[config.mk]
export PLATFORM = sky130hd
export DESIGN_NAME = flash_prog
export DESIGN_NICKNAME = d
export VERILOG_FILES = /design/src/rtl/flash_prog.sv
export SDC_FILE = /design/constraint.sdc
export NUM_CORES = 1
export LEC_CHECK = 0
export CORE_MARGIN = 2
export CORE_UTILIZATION = 30
export CTS_CLUSTER_SIZE = 30
export DETAILED_ROUTE_END_ITERATION = 10
export GPL_TIMING_DRIVEN = 0
export PLACE_DENSITY_LB_ADDON = 0.3
export SLEW_MARGIN = 10
export SYNTH_ARGS = -nofsm -noshare
export SYNTH_HDL_FRONTEND = slang
export SYNTH_SLANG_ARGS = --single-unit
[constraint.sdc]
create_clock -name wb_clk_i -period 3.7 [get_ports wb_clk_i]
set_input_delay 0.74 -clock wb_clk_i [delete_from_list [all_inputs] [get_ports wb_clk_i]]
set_output_delay 0.74 -clock wb_clk_i [all_outputs]
set_load 0.05 [all_outputs]
[src/rtl/flash_prog.sv]
// flash_prog: Wishbone B3 classic slave that byte-programs an AMD-style parallel NOR flash.
// Each write runs the unlock/program command sequence and a DQ7 poll per selected lane.
module flash_prog #(
  parameter int unsigned WP = 3,
  parameter int unsigned PS = 3,
  parameter logic [15:0] TO = 16'd4000
) (
  input  logic        wb_clk_i,
  input  logic        wb_rst_i,
  input  logic [31:0] wb_adr_i,
  input  logic [31:0] wb_dat_i,
  output logic [31:0] wb_dat_o,
  input  logic [3:0]  wb_sel_i,
  input  logic        wb_we_i,
  input  logic        wb_stb_i,
  input  logic        wb_cyc_i,
  output logic        wb_ack_o,
  output logic [21:0] flash_adr_o,
  output logic [7:0]  flash_dat_o,
  input  logic [7:0]  flash_dat_i,
  output logic        flash_dat_oe,
  output logic        flash_ce,
  output logic        flash_we,
  output logic        flash_oe,
  output logic        flash_rst
);
  localparam logic [3:0] WP_C = 4'(WP);
  localparam logic [3:0] PS_C = 4'(PS);

  typedef enum logic [2:0] {
    S_IDLE  = 3'd0,
    S_START = 3'd1,
    S_SETUP = 3'd2,
    S_PULSE = 3'd3,
    S_HOLD  = 3'd4,
    S_POLL  = 3'd5,
    S_GAP   = 3'd6,
    S_ACK   = 3'd7
  } state_t;

  function automatic logic [1:0] top_lane(input logic [3:0] m);
    if (m[3])      top_lane = 2'd3;
    else if (m[2]) top_lane = 2'd2;
    else if (m[1]) top_lane = 2'd1;
    else           top_lane = 2'd0;
  endfunction

  function automatic logic [7:0] lane_byte(input logic [31:0] d, input logic [1:0] l);
    case (l)
      2'd3:    lane_byte = d[31:24];
      2'd2:    lane_byte = d[23:16];
      2'd1:    lane_byte = d[15:8];
      default: lane_byte = d[7:0];
    endcase
  endfunction

  function automatic logic [21:0] cmd_adr(input logic [1:0] c, input logic [21:0] prog);
    case (c)
      2'd0:    cmd_adr = 22'h000555;
      2'd1:    cmd_adr = 22'h0002AA;
      2'd2:    cmd_adr = 22'h000555;
      default: cmd_adr = prog;
    endcase
  endfunction

  function automatic logic [7:0] cmd_dat(input logic [1:0] c, input logic [7:0] b);
    case (c)
      2'd0:    cmd_dat = 8'hAA;
      2'd1:    cmd_dat = 8'h55;
      2'd2:    cmd_dat = 8'hA0;
      default: cmd_dat = b;
    endcase
  endfunction

  state_t      state_q, state_d;
  logic [3:0]  cnt_q, cnt_d;
  logic [1:0]  cmd_q, cmd_d;
  logic [15:0] poll_q, poll_d;
  logic [19:0] word_q, word_d;
  logic [31:0] data_q, data_d;
  logic [3:0]  rem_q, rem_d;
  logic        wr_q, wr_d;
  logic        abort_q, abort_d;
  logic        err_q, err_d;
  logic        ack_q, ack_d;
  logic [31:0] rdat_q, rdat_d;
  logic [21:0] fadr_q, fadr_d;
  logic [7:0]  fdat_q, fdat_d;
  logic        doe_q, doe_d;
  logic        ce_q, ce_d;
  logic        we_q, we_d;
  logic        oe_q, oe_d;

  logic [1:0]  lane_s;
  logic [7:0]  byte_s;
  logic [21:0] prog_adr_s;
  logic [3:0]  rem_next_s;
  logic        unused_s;

  // lane_s is the bit index in sel; its flash byte offset is the bitwise inverse
  assign lane_s     = top_lane(rem_q);
  assign byte_s     = lane_byte(data_q, lane_s);
  assign prog_adr_s = {word_q, ~lane_s};
  assign rem_next_s = rem_q & ~(4'b0001 << lane_s);
  assign unused_s   = ^{wb_adr_i[31:22], wb_adr_i[1:0], flash_dat_i[6:0]};

  // Next-state and next-output logic for the program sequencer
  always_comb begin
    state_d = state_q;  cnt_d = cnt_q;    cmd_d = cmd_q;   poll_d = poll_q;
    word_d  = word_q;   data_d = data_q;  rem_d = rem_q;   wr_d = wr_q;
    abort_d = abort_q | ~wb_cyc_i;        err_d = err_q;
    ack_d   = 1'b0;     rdat_d = 32'd0;
    fadr_d  = fadr_q;   fdat_d = fdat_q;  doe_d = doe_q;
    ce_d    = ce_q;     we_d = we_q;      oe_d = oe_q;
    case (state_q)
      S_IDLE: begin
        abort_d = 1'b0;
        if (wb_cyc_i && wb_stb_i && !ack_q) begin
          word_d  = wb_adr_i[21:2];
          data_d  = wb_dat_i;
          rem_d   = wb_sel_i;
          wr_d    = wb_we_i;
          state_d = S_START;
        end else begin
          state_d = S_IDLE;
        end
      end
      S_START: begin
        if (!wr_q) begin
          ack_d   = 1'b1;
          rdat_d  = {31'd0, err_q};
          err_d   = 1'b0;
          state_d = S_ACK;
        end else if (rem_q == 4'd0) begin
          ack_d   = 1'b1;
          state_d = S_ACK;
        end else begin
          state_d = S_SETUP;  cmd_d = 2'd0;  poll_d = 16'd0;
          fadr_d  = cmd_adr(2'd0, prog_adr_s);
          fdat_d  = cmd_dat(2'd0, byte_s);
          doe_d   = 1'b1;  ce_d = 1'b0;  we_d = 1'b1;  oe_d = 1'b1;
        end
      end
      S_SETUP: begin
        state_d = S_PULSE;  cnt_d = 4'd1;  we_d = 1'b0;
      end
      S_PULSE: begin
        if (cnt_q >= WP_C) begin
          state_d = S_HOLD;  we_d = 1'b1;
        end else begin
          cnt_d = cnt_q + 4'd1;
        end
      end
      S_HOLD: begin
        if (cmd_q == 2'd3) begin
          state_d = S_POLL;  cnt_d = 4'd1;  fadr_d = prog_adr_s;
          doe_d   = 1'b0;    oe_d = 1'b0;
        end else begin
          state_d = S_SETUP;  cmd_d = cmd_q + 2'd1;
          fadr_d  = cmd_adr(cmd_q + 2'd1, prog_adr_s);
          fdat_d  = cmd_dat(cmd_q + 2'd1, byte_s);
        end
      end
      S_POLL: begin
        if (cnt_q < PS_C) begin
          cnt_d = cnt_q + 4'd1;
        end else if (flash_dat_i[7] == byte_s[7]) begin
          rem_d  = rem_next_s;
          poll_d = 16'd0;
          if (abort_d) begin
            state_d = S_IDLE;  ce_d = 1'b1;  oe_d = 1'b1;
          end else if (rem_next_s == 4'd0) begin
            state_d = S_ACK;   ack_d = 1'b1;  ce_d = 1'b1;  oe_d = 1'b1;
          end else begin
            state_d = S_SETUP;  cmd_d = 2'd0;
            fadr_d  = cmd_adr(2'd0, prog_adr_s);
            fdat_d  = cmd_dat(2'd0, byte_s);
            doe_d   = 1'b1;  oe_d = 1'b1;
          end
        end else if (poll_q + 16'd1 >= TO) begin
          err_d = 1'b1;  rem_d = 4'd0;  ce_d = 1'b1;  oe_d = 1'b1;
          if (abort_d) begin
            state_d = S_IDLE;
          end else begin
            state_d = S_ACK;  ack_d = 1'b1;
          end
        end else begin
          poll_d  = poll_q + 16'd1;
          state_d = S_GAP;  oe_d = 1'b1;
        end
      end
      S_GAP: begin
        state_d = S_POLL;  cnt_d = 4'd1;  oe_d = 1'b0;
      end
      S_ACK: begin
        state_d = S_IDLE;
      end
      default: begin
        state_d = S_IDLE;
        doe_d = 1'b0;  ce_d = 1'b1;  we_d = 1'b1;  oe_d = 1'b1;
      end
    endcase
  end

  // State and registered-output flops with synchronous reset
  always_ff @(posedge wb_clk_i) begin
    if (wb_rst_i) begin
      state_q <= S_IDLE;  cnt_q <= 4'd0;    cmd_q <= 2'd0;   poll_q <= 16'd0;
      word_q  <= 20'd0;   data_q <= 32'd0;  rem_q <= 4'd0;   wr_q <= 1'b0;
      abort_q <= 1'b0;    err_q <= 1'b0;    ack_q <= 1'b0;   rdat_q <= 32'd0;
      fadr_q  <= 22'd0;   fdat_q <= 8'd0;   doe_q <= 1'b0;
      ce_q    <= 1'b1;    we_q <= 1'b1;     oe_q <= 1'b1;
    end else begin
      state_q <= state_d; cnt_q <= cnt_d;   cmd_q <= cmd_d;  poll_q <= poll_d;
      word_q  <= word_d;  data_q <= data_d; rem_q <= rem_d;  wr_q <= wr_d;
      abort_q <= abort_d; err_q <= err_d;   ack_q <= ack_d;  rdat_q <= rdat_d;
      fadr_q  <= fadr_d;  fdat_q <= fdat_d; doe_q <= doe_d;
      ce_q    <= ce_d;    we_q <= we_d;     oe_q <= oe_d;
    end
  end

  assign wb_ack_o     = ack_q;
  assign wb_dat_o     = rdat_q;
  assign flash_adr_o  = fadr_q;
  assign flash_dat_o  = fdat_q;
  assign flash_dat_oe = doe_q;
  assign flash_ce     = ce_q;
  assign flash_we     = we_q;
  assign flash_oe     = oe_q;
  assign flash_rst    = ~wb_rst_i;
endmodule

# Word level (Yosys, flattened, before mapping)
# Index checks and enable logic that the tools add are counted.
[op_classes]
n_addsub = 3
order_cmp = 3
n_eq_ne = 32
n_shift = 1
n_mux = 90
bitwise_logic = 7
n_reduce_logical = 30
[ops]
columns = ["operator", "n"]
rows = [
  ["2-to-1 mux 22 bit", 7],
  ["2-to-1 mux 16 bit", 5],
  ["one-hot mux 8 bit (3 select lines)", 3],
  ["one-hot mux 22 bit (3 select lines)", 1],
  ["2-to-1 mux 8 bit", 7],
  ["one-hot mux 22 bit (2 select lines)", 1],
  ["one-hot mux 16 bit (2 select lines)", 1],
  ["2-to-1 mux 3 bit", 10],
  ["inequality test 2 bit (second input constant)", 15],
  ["2-to-1 mux 1 bit", 29],
  ["2-to-1 mux 4 bit", 7],
  ["one-hot mux 3 bit (8 select lines)", 1],
  ["2-to-1 mux 2 bit", 9],
  ["adder 16 x 1 -> 16 bit (second input constant)", 1],
  [">= comparator 16 x 12 -> 1 bit (second input constant)", 1],
  ["one-hot mux 4 bit (4 select lines)", 1],
  ["AND reduction 8 bit", 2],
  ["AND reduction 5 bit", 3],
  ["equality test 3 bit (second input constant)", 4],
  ["AND reduction 4 bit", 3],
  ["equality test 2 bit (second input constant)", 4],
  ["logical NOT 4 bit", 2],
  ["one-hot mux 4 bit (2 select lines)", 1],
  ["nonzero test 4 bit", 2],
  ["other kinds (31)", 46],
]
[word_totals]
register_bits = 151
inputBits = 81
out_inout_bits = 68
word_cells = 185

# Longest topological paths before layout
# Gate-level depths: netlist of run 1.
[logic_depth]
word_depth = 12
depth_mapped = 10
ltp_nobuf = 8

# Least setup slack after synthesis of run 1
# Ideal clock, no wire load.
[synth_timing]
path_kind = "register to register"
from = "register poll_q[0]"
to = "register poll_q[3]"
setup_ns = 0.074
arrival_time_ns = 2.435
required_ns = 3.626
path_slack_ns = 1.190
path_stages_with_launch = 10
path_buffers = 1
period_less_slack_ns = 2.510
path_cell_list = "dfxtp_1 -> ha_1 -> clkbuf_1 -> inv_1 -> a2111oi_2 -> a2bb2oi_2 -> a211oi_4 -> a21o_1 -> or4_1 -> a31oi_1"
[synth_between]
elab_chain_len = 5
elab_cells_between_ends = 8
cone_classes = "add/sub: 1; order compare: 1; eq/ne: 1; mux: 4; reduce/logical: 1"
[synth_rtl]
columns = ["element", "line_no", "rtl"]
rows = [
  ["from (decl)", "78", "logic [15:0] poll_q, poll_d;"],
  ["from (signal assigned)", "214", "state_q <= state_d; cnt_q <= cnt_d; cmd_q <= cmd_d; poll_q <= poll_d;"],
  ["adder 16 x 1 -> 16 bit (*)", "180, 188", ""],
  ["parallel branches: the longest is 4 deep, another holds >= comparator 16 x 12 -> 1 bit", "--", ""],
]
# Mark *: on every way between the ends. The select of a mux whose other input is x is not followed.
# A chain may end at the register's enable or synchronous reset.

# Worst setup path after layout of run 1
[layout_timing]
from = "input wb_rst_i"
to = "output flash_rst"
[layout_between]
elab_chain_len = 1
[layout_rtl]
columns = ["element", "line_no", "rtl"]
rows = [
  ["from (decl)", "9", "input logic wb_rst_i,"],
  ["NOT 1 bit", "230", "assign flash_rst = ~wb_rst_i;"],
  ["to (decl)", "25", "output logic flash_rst"],
]
# No other way between the ends.

==> reports/metrics.yaml, run 1 <==
yosys:
  synth_enable_flop_cells: 0
  syn_area_mm2: 0.00564
  synth_async_sr_flop_share: 0
  yosysMostFrequentCell: "nand2_1"
  ys_seq_area_frac: 0.426
  synthFlopType: "dfxtp_1"
  ys_seq_elements: 120
  synth_cell_types: 73
  synth.top_cell.area_share: 0.426
  yosysWarnings: 0
  synth_commonest_cells: "nand2_1, dfxtp_1, a21oi_1"
  syn_inst: 710
  avgSynthCellArea_um2: 7.94
  yosys.area.top_type: "dfxtp_1"
  ys_top_cells_by_area: "dfxtp_1, nand2_1, a21oi_1, buf_4, nor2_1"
placed_design:
  gp_congestion: 0.877
  dp_hpwl_um: 12100
  portBuffers: 97
  pre_cts_ws_ps: 420
  dp.cells: 1071
setup_path:
  crit_cells: 4
  r2r_cells: 9
  r2r_setup_slack_ps: 630
  required_ps: 2960
  cp.arrival_ps: 2540
  crit_fanout: 10
  crit_family: "buffers and inverters"
  worstSetupPathType: "primary input to output pin"
  end_kind: "output pin"
  cp.buffers_inverters: 4
  cp-start-kind: "primary input"
  slowest_stage: "clkdlybuf4s50_1"
  crit_top_cell: "clkbuf_1"
  cp_slowest_stage_delay_ps: 920
  crit_chain: "clkbuf_1, inv_1, clkbuf_1, clkdlybuf4s50_1"
route:
  drt_wl_total_um: 16400
  vias_per_cell: 4.90
  drt_iter0_drc: 334
  wl_per_cell_um: 14.8
  vias: 5403
  dr.pass1.iters: 5
  drc: 0
  drtAntennaViolNets: 0
grt:
  grt_pass1_wl_um: 26000
  grt_pass1_vias: 4985
  gr-total-overflow: 0
  grtUsageTotal: 0.166
  grt_max_degree: 17
  antenna_found_initial: 0
finish:
  diodes: 0
  fin_cells: 1103
  drive_gt1_frac: 0.0967
  syn_to_final_growth_pct: 34.5
  multi_input_area_mm2: 0.00290
  nets: 944
  seq_area_mm2: 0.00240
  nFillCells: 1916
sta:
  tightest_slew_ps: 1050
  fmax_mhz: 305
  timing.final.ws_setup_ps: 417
  fin_crit_ps: 3280
  hold_viol: 0
  finalSetupTns_ps: 0
  period_share: 0.887
  slew_headroom: 0.293
  final_max_slew_viol_count: 0
  finalSetupViolCount: 0
  grt_setup_unrepaired: "false"
  skew_ps: 16.4
status:
  outcome: "complete, no violations"
cts:
  post_cts.repair.setup_buffers: 0
  cts_resized: 0
  cts_tree: "yes"
  cts-root-buf: "clkbuf_16"
  cts.htree.levels: 4
  clk_latency_ps: 420
  cts.sinks: 120
  cts_hold_buffers: 0
  cts_buffer_depth: 2
  clk_pin_slew_worst_paths_ps: 60
  cts_inserted_buffers: 17
die:
  rows: 50
  num_io_pins: 149
  initial_core_util: 0.304
  dieArea_mm2: 0.0199
  core_mm2: 0.0186
  die_w_um: 141
  fp.dieH_um: 141
power_and_ir_drop:
  powerDensity_mw_per_mm2: 475
  ir_drop_uv: 350
  leakagePower_uw: 0.00272
job:
  maxCapViolCount: 0
worst_hold_path:
  hold_path_class: "register to register"
  hold_path_depth: 2
[flip-flops by register name, summed over array words and instances (netlist names)]
signal and count:
abort_q 1, state_q 3, word_q 20, data_q 32
wb_dat_o 1, flash_we 1, flash_ce 1, poll_q 16
flash_dat_oe 1, flash_adr_o 22, wb_ack_o 1, err_q 1
wr_q 1, flash_dat_o 8, rem_q 4, cmd_q 2
flash_oe 1, cnt_q 4
[cells by family (layout without fill, tap and decap cells)]
logic type / after synthesis / in the layout / synth area share
and+or+nand+nor: 279 / 279 / 0.221
xor gates and xnor gates: 3 / 3 / 0.00466
AOI/OAI and AO/OA: 205 / 205 / 0.239
buffers and inverters: 88 / 217 / 0.0812
muxes: 7 / 7 / 0.0126
adders and majority gates: 7 / 7 / 0.0155
DFF: 120 / 120 / 0.426
other: 1 / 31 / 0.000665
[path summary, 6_finish.rpt]
check / start / end
setup / recovery: wb_rst_i / flash_rst
hold / removal: data_q[24]$_SDFFE_PP0P_ / data_q[24]$_SDFFE_PP0P_
setup reg to reg: poll_q[0]$_SDFFE_PP0P_ / wb_ack_o$_SDFF_PP0_
hold reg to reg: data_q[24]$_SDFFE_PP0P_ / data_q[24]$_SDFFE_PP0P_
[worst min-delay path: cells and delay by family, from the launching register on]
family,cells,cell delay (ps)
AO/OA/AOI/OAI,1,50
flip-flops,1,300
AND/OR/NAND/NOR,1,50
[area by class of cell]
cell class	instances	share of cell area
clock inverter	13	0.0160
clock buffer	19	0.0584
inverter	13	0.00643
tap	234	0.0386
sequential	120	0.317
timing repair buffer	97	0.128
buffer	75	0.0539
multi-input combinational	532	0.382
[power breakdown]
part	switching [µW]	internal [µW]
combinational	402	218
clock	629	945
sequential	47.4	1370
total	1080	2530
[stage by stage]
step / total power [µW] / utilization / hold WS, ps / instance area [µm²]
floorplan: 1850 / - / 426 / 5750
global placement: 2060 / 0.378 / 443 / 7020
detailed placement: 2060 / 0.378 / 446 / 7020
CTS: 3630 / 0.408 / 454 / 7580
global route: 3750 / 0.408 / 471 / 7580
finish: 3610 / 0.408 / 454 / 7580
[routing by layer]
| layer | wire length (µm) | track usage |
|---|---|---|
| met5 | 0 | 0 |
| met3 | 884 | 0.0404 |
| met4 | 93 | 0.0389 |
| met2 | 7760 | 0.271 |
| met1 | 7620 | 0.221 |
[layout by cell type, fill, tap and decap left out, types with 11 or more instances in the layout]
master,n
nor2_1,46
inv_1,11
clkbuf_16,17
a21oi_1,90
clkdlybuf4s50_1,97
nand3_1,14
nor3_1,21
conb_1,31
o21ai_0,20
nand2_1,151
clkbuf_1,37
dfxtp_1,120
buf_4,32
Note: power is estimated with default switching activity, not from simulation.
==> inputs of run 2 (changes only) <==
Settings changed: CAP_MARGIN set to 20.
==> run 2 against run 1 <==
Compared with the run above:
- first-iteration DRC count is 6.6% higher
- global-route usage stayed put
- wire length hardly changed
- worst setup slack worse by 17 ps
- flip-flop and latch count stayed put
- hold slack worse by 2.3 ps
- register-to-register slack hardly changed
- combinational power hardly changed
- design area hardly changed
- non-clock buffer count is 1 higher
- critical path depth stayed put
- via count is 0.22% lower
- largest cell class unchanged
==> reports/metrics.yaml, run 2 (synthesis gave the netlist of run 1 again) <==
status:
  outcome: "complete, no violations"
setup_path:
  worstSetupPathType: "primary input to output pin"
  end_kind: "output pin"
  required_ps: 2960  # about the same
  r2r_cells: 9  # unchanged
  r2r_setup_slack_ps: 620  # about the same
  cp-startpoint: "wb_rst_i"
  crit_fanout: 10  # unchanged
  endpoint: "flash_rst"
  cp.arrival_ps: 2560  # +20 ps
  reg2reg_to: "wb_ack_o$_SDFF_PP0_"
  r2r_start: "poll_q[0]$_SDFFE_PP0P_"
  cp-start-kind: "primary input"
cts:
  clk_pin_slew_worst_paths_ps: 50  # about the same
  cts_resized: 0  # unchanged
  cts_buffer_depth: 2  # unchanged
  cts_inserted_buffers: 17  # unchanged
  cts.htree.levels: 4  # unchanged
  cts.sinks: 120  # unchanged
  cts_hold_buffers: 0  # unchanged
  cts-root-buf: "clkbuf_16"
  cts_tree: "yes"
  post_cts.repair.setup_buffers: 0  # unchanged
  clk_latency_ps: 420  # about the same
finish:
  nFillCells: 1916  # unchanged
  nets: 945  # +0.11%
  regMostFlops: "data_q"
  diodes: 0  # unchanged
  most-common-layout-cells: "nand2_1, dfxtp_1, clkdlybuf4s50_1"
  fin_cells: 1104  # +0.091%
  largest_reg_flops: 32  # unchanged
  drive_gt1_frac: 0.0977  # +0.00104
  syn_to_final_growth_pct: 34.6  # about the same
  final_common_cell: "nand2_1"
power_and_ir_drop:
  totalPowerFinal_uw: 3600  # about the same
  intPower_uw: 2530  # about the same
  ir_drop_uv: 349  # -0.24%
  clkPwrFrac: 0.436  # about the same
  netSwitchingFraction: 0.298  # -0.000532
  power_frac_seq: 0.392  # about the same
  leakagePower_uw: 0.00272  # +0.21%
  pwr-share-comb: 0.172  # about the same
  powerDensity_mw_per_mm2: 475  # -0.14%
  switchingPower_uw: 1070  # -0.26%
route:
  wl_per_cell_um: 14.8  # -0.18%
  drtAntennaViolNets: 0  # unchanged
  drc: 0  # unchanged
  dr.pass1.iters: 5  # unchanged
  drt_wl_total_um: 16300  # about the same
  vias: 5391  # -0.22%
  drt_iter0_drc: 356  # +6.6%
  vias_per_cell: 4.88  # -0.31%
placed_design:
  portBuffers: 97  # unchanged
  dp.cells: 1071  # unchanged
  gp_congestion: 0.877  # unchanged
  dp_hpwl_um: 12100  # unchanged
  pre_cts_ws_ps: 420  # unchanged
sta:
  hold_slack_ps: 452  # -2.33 ps
  finalSetupTns_ps: 0  # unchanged
  timing.final.ws_setup_ps: 400  # -16.6 ps
  final_max_slew_viol_count: 0  # unchanged
  hold_viol: 0  # unchanged
  period_share: 0.892  # +0.00448
  skew_ps: 18.2  # +1.78 ps
  finalSetupViolCount: 0  # unchanged
  slew_headroom: 0.412  # +0.119
  fmax_mhz: 303  # -0.50%
  fin_crit_ps: 3300  # +16.6 ps
  grt_setup_unrepaired: "false"
  tightest_slew_ps: 877  # -175 ps
grt:
  grt_pass1_wl_um: 26000  # unchanged
  gr-total-overflow: 0  # unchanged
  grt_max_degree: 17  # unchanged
  grt_pass1_vias: 4985  # unchanged
  grtUsageTotal: 0.166  # unchanged
  antenna_found_initial: 0  # unchanged
die:
  die_w_um: 141  # unchanged
  num_io_pins: 149  # unchanged
  rows: 50  # unchanged
  fp.dieH_um: 141  # unchanged
  core_mm2: 0.0186  # unchanged
  initial_core_util: 0.304  # unchanged
  dieArea_mm2: 0.0199  # unchanged
worst_hold_path:
  hp-start: "data_q[5]$_SDFFE_PP0P_"
  hold_path_class: "register to register"
job:
  maxCapViolCount: 0  # unchanged
run 2: cell count changes in the layout (fill, tap and decap cells not counted), sizes merged:
cell	change
buf	+1
run 2: worst min path at each step:
stage               slack, ps  cells after the start                          end
floorplan                 430                      2      poll_q[14]$_SDFFE_PP0P_
global placement          440                      2       word_q[3]$_SDFFE_PP0P_
detailed placement        450                      1  flash_adr_o[5]$_SDFFE_PP0P_
CTS                       450                      2       word_q[9]$_SDFFE_PP0P_
global route              470                      2       word_q[5]$_SDFFE_PP0P_
finish                    450                      2       data_q[5]$_SDFFE_PP0P_
run 2: final cells by class:
type | instances | area, µm² | area share
clock buffer | 19 | 443 | 0.0584
clock inverter | 13 | 121 | 0.0160
timing repair buffer | 98 | 976 | 0.129
sequential | 120 | 2400 | 0.317
inverter | 13 | 48.8 | 0.00643
tap | 234 | 293 | 0.0386
buffer | 75 | 409 | 0.0539
multi-input combinational | 532 | 2900 | 0.382
run 2: worst max-delay path: stages:
cell and delay [ps]:
clkbuf_1 210, inv_1 200, clkbuf_1 480, clkdlybuf4s50_1 930
run 2: power by group through the flow:
| stage | Combinational, µW | Sequential (µW) | Clock, µW |
|---|---|---|---|
| after detailed placement | 618 | 1440 | 0 |
| after CTS | 620 | 1410 | 1590 |
| after floorplan | 389 | 1460 | 0 |
| after global routing | 676 | 1420 | 1650 |
| final | 620 | 1410 | 1570 |
| after global placement | 615 | 1440 | 0 |
run 2: layer usage:
| layer | GRT usage | part of all wire |
|---|---|---|
| met5 | 0 | 0 |
| met4 | 0.0389 | 0.0070 |
| met3 | 0.0404 | 0.052 |
| met2 | 0.271 | 0.47 |
| met1 | 0.221 | 0.47 |
run 2: stage by stage:
stage | area [µm²] | util
2_1_floorplan | 5750 | -
3_3_place_gp | 7020 | 0.378
3_5_place_dp | 7020 | 0.378
4_1_cts | 7580 | 0.408
5_1_grt | 7590 | 0.408
6_report | 7590 | 0.408
